### config.mk
export PLATFORM = sky130hd
export DESIGN_NAME = pipe_stage_reg
export DESIGN_NICKNAME = d
export VERILOG_FILES = /design/src/rtl/pipe_stage_reg.sv
export SDC_FILE = /design/constraint.sdc
export NUM_CORES = 1
export LEC_CHECK = 0
export BUFFER_PORTS_ARGS = -buffer_cell sky130_fd_sc_hd__buf_2
export CELL_PAD_IN_SITES_DETAIL_PLACEMENT = 1
export CELL_PAD_IN_SITES_GLOBAL_PLACEMENT = 1
export CORE_MARGIN = 2
export CORE_UTILIZATION = 38
export DETAILED_ROUTE_END_ITERATION = 10
export MAX_ROUTING_LAYER = met4
export PLACE_DENSITY_LB_ADDON = 0.2
export SLEW_MARGIN = 15
export SYNTH_ARGS = -nofsm -noshare
export SYNTH_HDL_FRONTEND = slang
export SYNTH_SLANG_ARGS = --single-unit
### constraint.sdc
create_clock -name clk_i -period 13 [get_ports clk_i]
set_input_delay 1.3 -clock clk_i [delete_from_list [all_inputs] [get_ports clk_i]]
set_output_delay 1.3 -clock clk_i [all_outputs]
set_load 0.02 [all_outputs]
### src/rtl/pipe_stage_reg.sv
// Generic inter-stage pipeline register: valid, control and datapath bundles.
// Optional saturating stall/flush counters under PIPE_PERF_CNT_EN.
module pipe_stage_reg #(
   parameter int              CTRL_W   = 8,
   parameter int              DATA_W   = 128,
   parameter logic [CTRL_W-1:0] CTRL_RST = '0,
   parameter bit              CLR_DATA = 1'b0,
   parameter int              CNT_W    = 16
) (
   input  logic              clk_i,
   input  logic              rst_i,
   input  logic              start_i,
   input  logic              stall_i,
   input  logic              flush_i,
   input  logic              valid_i,
   input  logic [CTRL_W-1:0] ctrl_i,
   input  logic [DATA_W-1:0] data_i,
   output logic              valid_o,
   output logic [CTRL_W-1:0] ctrl_o,
   output logic [DATA_W-1:0] data_o
`ifdef PIPE_PERF_CNT_EN
   ,
   output logic [CNT_W-1:0]  stall_cnt_o,
   output logic [CNT_W-1:0]  flush_cnt_o
`endif
);

   logic              r_valid;
   logic [CTRL_W-1:0] r_ctrl;
   logic [DATA_W-1:0] r_data;

   // Bubbles always carry CTRL_RST so no write enable leaks downstream.
   always_ff @(posedge clk_i or posedge rst_i) begin
      if (rst_i) begin
         r_valid <= 1'b0;
         r_ctrl  <= CTRL_RST;
         r_data  <= '0;
      end else if (start_i) begin
         if (flush_i) begin
            r_valid <= 1'b0;
            r_ctrl  <= CTRL_RST;
            if (CLR_DATA) r_data <= '0;
         end else if (!stall_i) begin
            r_valid <= valid_i;
            r_ctrl  <= valid_i ? ctrl_i : CTRL_RST;
            r_data  <= data_i;
         end
      end
   end

   assign valid_o = r_valid;
   assign ctrl_o  = r_ctrl;
   assign data_o  = r_data;

`ifdef PIPE_PERF_CNT_EN
   logic [CNT_W-1:0] r_stall_cnt;
   logic [CNT_W-1:0] r_flush_cnt;
   logic             w_stall_inc;
   logic             w_flush_inc;

   assign w_stall_inc = start_i & ~flush_i & stall_i & r_valid;
   assign w_flush_inc = start_i & flush_i & r_valid;

   always_ff @(posedge clk_i or posedge rst_i) begin
      if (rst_i) begin
         r_stall_cnt <= '0;
         r_flush_cnt <= '0;
      end else begin
         if (w_stall_inc && (r_stall_cnt != '1))
            r_stall_cnt <= r_stall_cnt + CNT_W'(1);
         if (w_flush_inc && (r_flush_cnt != '1))
            r_flush_cnt <= r_flush_cnt + CNT_W'(1);
      end
   end

   assign stall_cnt_o = r_stall_cnt;
   assign flush_cnt_o = r_flush_cnt;
`endif

endmodule

After elaboration in Yosys (flattened, before gate mapping)
Index checks and enable logic that the tools add are counted.
W data, S select, Z words.

operators by class
  equal/unequal tests = 1
  mux-type cells = 5
  bitwise logic cells = 2
  reductions and logical operators = 2

operators with widths
  operator              count
  $mux W8               3
  $reduce_and A3 Y1     1
  $mux W1               2
  $ne A2 B1 Y1 const B  1
  $not A1 Y1            2
  $reduce_and A2 Y1     1

word-level totals
  flip-flop bits (word level) = 137
  input bits = 142
  output and inout bits = 137

Depth between registers and ports, before layout
Gate-level depths: netlist (run 1).

  word-level depth = 3
  mapped depth = 5
  mapped depth without buffers = 2

Least setup slack after synthesis (run 1)
Ideal clock, no wire load.

  path type = in2reg
  start point = in start_i
  end point = reg r_data[56] (netlist: data_o[56])
  arrival = 2.240 ns
  required time = 12.875 ns
  path slack = 10.636 ns
  stages = 5
  path through = buf_6 nor3b_4 buf_4 buf_8 mux2_2

between the ends
  cells in the longest elaborated chain, start to end = 1

RTL lines
  what                         RTL line  source
  start, declared              12        input logic start_i,
  $reduce_and A3 Y1 (no line)  --
  end signal, assigned         46        r_data <= data_i;
  end, declared                30        logic [DATA_W-1:0] r_data;

Every way passes these cells.
A chain may end at the register's enable or synchronous reset.

Worst setup path in the final report (run 1)
  start point = in start_i
  end point = reg r_data[33] (netlist: data_o[33])

The elaborated chain is that of the path after synthesis.

==> results of run 1 <==
-- layer usage --
metal  GRT usage, %  wire (µm)
met1          20.80       5209
met2          31.56       7036
met3          4.647        963
met4          8.190        327
met5              -          0
-- power breakdown --
group	internal, W	switching (W)
combinational	0.000130	0.000181
sequential	0.000505	0.0000376
clock	0.000274	0.000168
total	0.000909	0.000386
-- final cells by class --
type | instances | share of cell area (%)
flip-flops and latches | 137 | 46.72
multi-input cells | 157 | 22.88
repair buffers | 281 | 19.27
clock buffers | 22 | 6.462
well taps | 180 | 3.069
clock inverters | 8 | 0.9889
inverters | 10 | 0.5797
diodes | 1 | 0.03410
-- through the flow --
step / util [%] / hold WS (ps) / std cells
2_1_floorplan: - / 615.6 / 324
3_3_place_gp: 49.29 / 484.2 / 765
3_5_place_dp: 49.29 / 489.9 / 765
4_1_cts: 53.26 / 502.6 / 795
5_1_grt: 53.28 / 513.4 / 796
6_report: 53.28 / 499.8 / 796
-- final timing paths --
check	end	slack, ps	cells after the start
max in group asynchronous	data_o[100]	10610	3
setup / recovery	data_o[33]	10220	4
setup reg to reg	data_o[99]	12220	1
min in group asynchronous	data_o[102]	940	2
hold reg to reg	data_o[64]	500	1
hold / removal	data_o[64]	500	1
-- cell usage in the layout, fill, tap and decap left out, types with 4 or more instances in the layout --
cell type / n
nand4b_1: 8
clkbuf_16: 17
buf_2: 278
clkinv_2: 4
mux2_2: 128
dfrtp_1: 137
inv_1: 9
o221ai_1: 9
nand2b_1: 10
-- registers in the layout, summed over array words and instances, names as in the netlist --
signal	count
data_o	128
ctrl_o	8
valid_o	1
-- kinds of logic after synthesis --
kind of cell	count (synthesis)	synth area share, %
DFF	137	64.23
AOI/OAI and AO/OA	9	1.477
muxes	128	27.00
buffers and inverters	30	4.313
and+or+nand+nor	20	2.977
==> reports/metrics.cfg, run 1 <==
[sta]
setup_viol=0
fin_crit_sh_pct=21.37
finalHoldViolCount=0
fmax_mhz=360.0
fin_tns_setup_ps=0
rsz0062_at_grt=no
fin_crit_ps=2778
finalClockSkew_ps=0
tightest_slew_ps=1037
setup_ws_ps=10220
final_max_slew_viol_count=0
relSlewSlack_pct=30.84

[clocking]
cts.sinks=137
clock_latency_ps=400
post-cts-setup-buffers=0
holdBufCountCts=0
cts_resized=0
cts_max_path_buffers=2
htreeDepth=4
root_buffer=clkbuf_16
cts_made_buffers=17
path_clk_slew_ps=50
cts_tree=built

[floorplan]
pin_count=279
start_util_pct=38.75
dieArea_um2=15010
die_y_um=122.5
coreArea_um2=13770
floorplan.rows=43
die_w_um=122.5

[yosys]
synth_edf_count=0
yosysMostFrequentCell=dfrtp_1
yosysTopAreaCell=dfrtp_1
seq_area_frac_synth_pct=64.23
synth_top_area_share_pct=64.23
synth_nets=466
synth_cells=324
synthTopCellsByCount=137 x dfrtp_1, 128 x mux2_2, 12 x buf_6
ys_warn_count=0
ys_ff_latch=137
avgSynthCellArea_um2=16.47
yosys-top-cells-area=dfrtp_1 64%, mux2_2 27%, buf_6 2.5%, o221ai_1 1.5%, nand4b_1 1.3%
ys_types=14
synth_ff_type=dfrtp_1
synth-async-reset-ratio_pct=100.0
syn-cell-area_um2=5338

[layout]
drive_above_1_share_pct=71.38
design_area_um2=7338
multi_input_area_um2=1679
area_growth_syn_to_layout_pct=37.48
fill_cells=1475
seqCellArea_um2=3428
num-nets-final=746

[global_routing]
grt_max_degree=84
overflow=0
grt_pass1_wl_mm=20.60
grt_use_total_pct=18.61
antenna_found_initial=1
grt_pass1_vias=3892

[setup_path]
path_delay_family=buffers and inverters
cp-start-kind=input port
r2r_start=data_o[99]
crit_buf_inv=2
crit_path_end_kind=flop
worst_ep_required_time_ps=13290
critPathArrivalTime_ps=3060
crit_path_cell_trace=buf_2, nor3b_4, buf_4, mux2_2
crit_start=start_i
cp_slowest_cell=buf_4
critPathMaxFanout=83
critical_path_class=in -> reg
critPathMaxStageDelay_ps=800

[run]
cap_violations=0

[place]
port-buffer-count=278
dp_slack_ps=9794
gp_congestion=0.7844
dp_hpwl_mm=10.16
placed_area_um2=6789

[routing]
via_per_inst=4.685
antenna_left=0
wire_per_inst_um=17.01
dr.pass1.iters=4
drt_wl_total_mm=13.54
vias=3729
drtIter0Drc=134
drc=0

[power]
peakVddDrop_v=0.00008171
p_leak_nw=3.583
power_density_nw_per_um2=176.5
p_total_w=0.001296

[worst_hold_path]
min-delay-path-class=reg -> reg
hold_start=data_o[64]

[outcome]
status=completed

Power figures use the tool's default switching activity.
==> inputs of run 2 (changes only) <==
--- a/config.mk
+++ b/config.mk
@@ -9,7 +9,7 @@
 export CELL_PAD_IN_SITES_DETAIL_PLACEMENT = 1
 export CELL_PAD_IN_SITES_GLOBAL_PLACEMENT = 1
 export CORE_MARGIN = 2
-export CORE_UTILIZATION = 38
+export CORE_UTILIZATION = 32
 export DETAILED_ROUTE_END_ITERATION = 10
 export MAX_ROUTING_LAYER = met4
 export PLACE_DENSITY_LB_ADDON = 0.2
==> constraint.sdc (replaced) <==
create_clock -name clk_i -period 2.3 [get_ports clk_i]
set_input_delay 0.23 -clock clk_i [delete_from_list [all_inputs] [get_ports clk_i]]
set_output_delay 0.23 -clock clk_i [all_outputs]
set_load 0.02 [all_outputs]
==> run 2 against run 1 <==
Cell area up 4.2%. Via count increased by 1.6%. Combinational power increased to 5.7 times the previous value. Sequential share of layout area fell by 1.9 points. Critical endpoint is now data_o[21]. Routed wire length up 2.7%. First-iteration DRC count decreased by 31%.
==> reports/metrics.cfg, run 2 (same netlist as run 1, synthesis figures left out) <==
[outcome]
status=completed

[sta]
setup_viol=0
relSlewSlack_pct=58.05
fin_crit_sh_pct=61.16
tightest_slew_ps=627.9
finalClockSkew_ps=0
rsz0062_at_grt=no
final_max_slew_viol_count=0
finalHoldViolCount=0
setup_ws_ps=893.3
fin_tns_setup_ps=0
fmax_mhz=710.9
fin_crit_ps=1407

[layout]
mostFrequentLayoutCells=278 x buf_2, 137 x dfrtp_1, 128 x mux2_2, 17 x clkbuf_16, 10 x nand2b_1
drive_above_1_share_pct=71.70
final_common_cell=buf_2
area_growth_syn_to_layout_pct=43.30
largest_register_ffs=128
design_area_um2=7649
post-route-util_pct=46.45
diodes=0
num-nets-final=751

[power]
peakVddDrop_v=0.0004881
p_leak_nw=3.708
power_density_nw_per_um2=1071
pwr-share-clk_pct=41.0
pwr-share-comb_pct=21.6
p_seq_share_pct=37.5
p_int_w=0.005943
switching_power_w=0.002251
p_sw_share_pct=27.47

[clocking]
htreeDepth=4
cts_tree=built
cts_max_path_buffers=2
post-cts-setup-buffers=0
cts.sinks=137
cts_made_buffers=17
clock_latency_ps=400
path_clk_slew_ps=60
root_buffer=clkbuf_16

[setup_path]
critPathArrivalTime_ps=1700
worst_ep_required_time_ps=2590
critPathMaxFanout=61
critical_path_class=in -> reg
cp-start-kind=input port
crit_path_end_kind=flop

[floorplan]
coreArea_um2=16470
dieArea_um2=17730
start_util_pct=32.42
die_y_um=133.2
die_w_um=133.2
floorplan.rows=47
pin_count=279

[place]
gp_congestion=0.7557
dp_slack_ps=484.5
placed_area_um2=6905
port-buffer-count=278
dp_hpwl_mm=10.49

[routing]
vias=3788
drc=0
drt_wl_total_mm=13.91
wire_per_inst_um=16.52
via_per_inst=4.499
antenna_left=0
dr.pass1.iters=4
drtIter0Drc=92

[global_routing]
grt_max_degree=75
grt_use_total_pct=16.65
overflow=0
grt_pass1_vias=4214
antenna_found_initial=0
grt_pass1_wl_mm=22.45

[worst_hold_path]
min-delay-path-class=in -> reg

[run]
cap_violations=0

==> run 2: power by group through the flow <==
stage	logic, W	registers (W)	clock network, W
2_1_floorplan	0.000510	0.00366	0
3_3_place_gp	0.00175	0.00309	0
3_5_place_dp	0.00180	0.00312	0
4_1_cts	0.00180	0.00308	0.00346
5_1_grt	0.00188	0.00313	0.00356
6_report	0.00177	0.00307	0.00336
==> run 2: worst max-delay path, cell delays in order <==
cell and delay, ps:
buf_2 260, nor3b_4 420, buf_12 340, mux2_2 390
==> run 2: area by class of cell <==
cell class	instances	area, µm²
inverter	10	41.29
multi-input combinational	157	1679
tap	220	275.3
timing repair buffer	286	1491
sequential	137	3428
clock inverter	11	262.8
fill	1789	8817
clock buffer	21	470.5
==> run 2: metal layers <==
| layer | share of wire [%] | vias up | global-route usage [%] | wire, µm |
|---|---|---|---|---|
| met1 | 39 | 1887 | 18.51 | 5404 |
| met4 | 1.5 | 0 | 6.028 | 214 |
| met5 | 0 | - | - | 0 |
| li1 | - | 1717 | - | - |
| met2 | 53 | 165 | 28.61 | 7329 |
| met3 | 6.9 | 19 | 4.833 | 962 |
==> run 2: stage by stage <==
stage               hold WS (ps)  std cells  total power, W
floorplan                  381.6        324        0.004175
global placement           342.0        809        0.004844
detailed placement         355.6        809        0.004913
CTS                        22.11        842        0.008333
global route               34.24        842        0.008577
finish                     50.59        842        0.008193
==> run 2: what timing repair did <==
item | in CTS | in global routing
resized for setup | 0 | 0
hold buffers | 1 | 0
endpoints found under the hold margin | 25 | 0
==> run 2: path summary, 6_finish.rpt <==
check	startpoint	end	slack, ps	cells after the start
max in group asynchronous	rst_i	data_o[83]	1060	4
worst min register to register	data_o[33]	data_o[33]	500	1
worst max register to register	data_o[21]	data_o[21]	1520	1
worst min-delay path	data_i[22]	data_o[22]	50	2
worst max-delay path	start_i	data_o[21]	890	4
min in group asynchronous	rst_i	data_o[126]	450	3
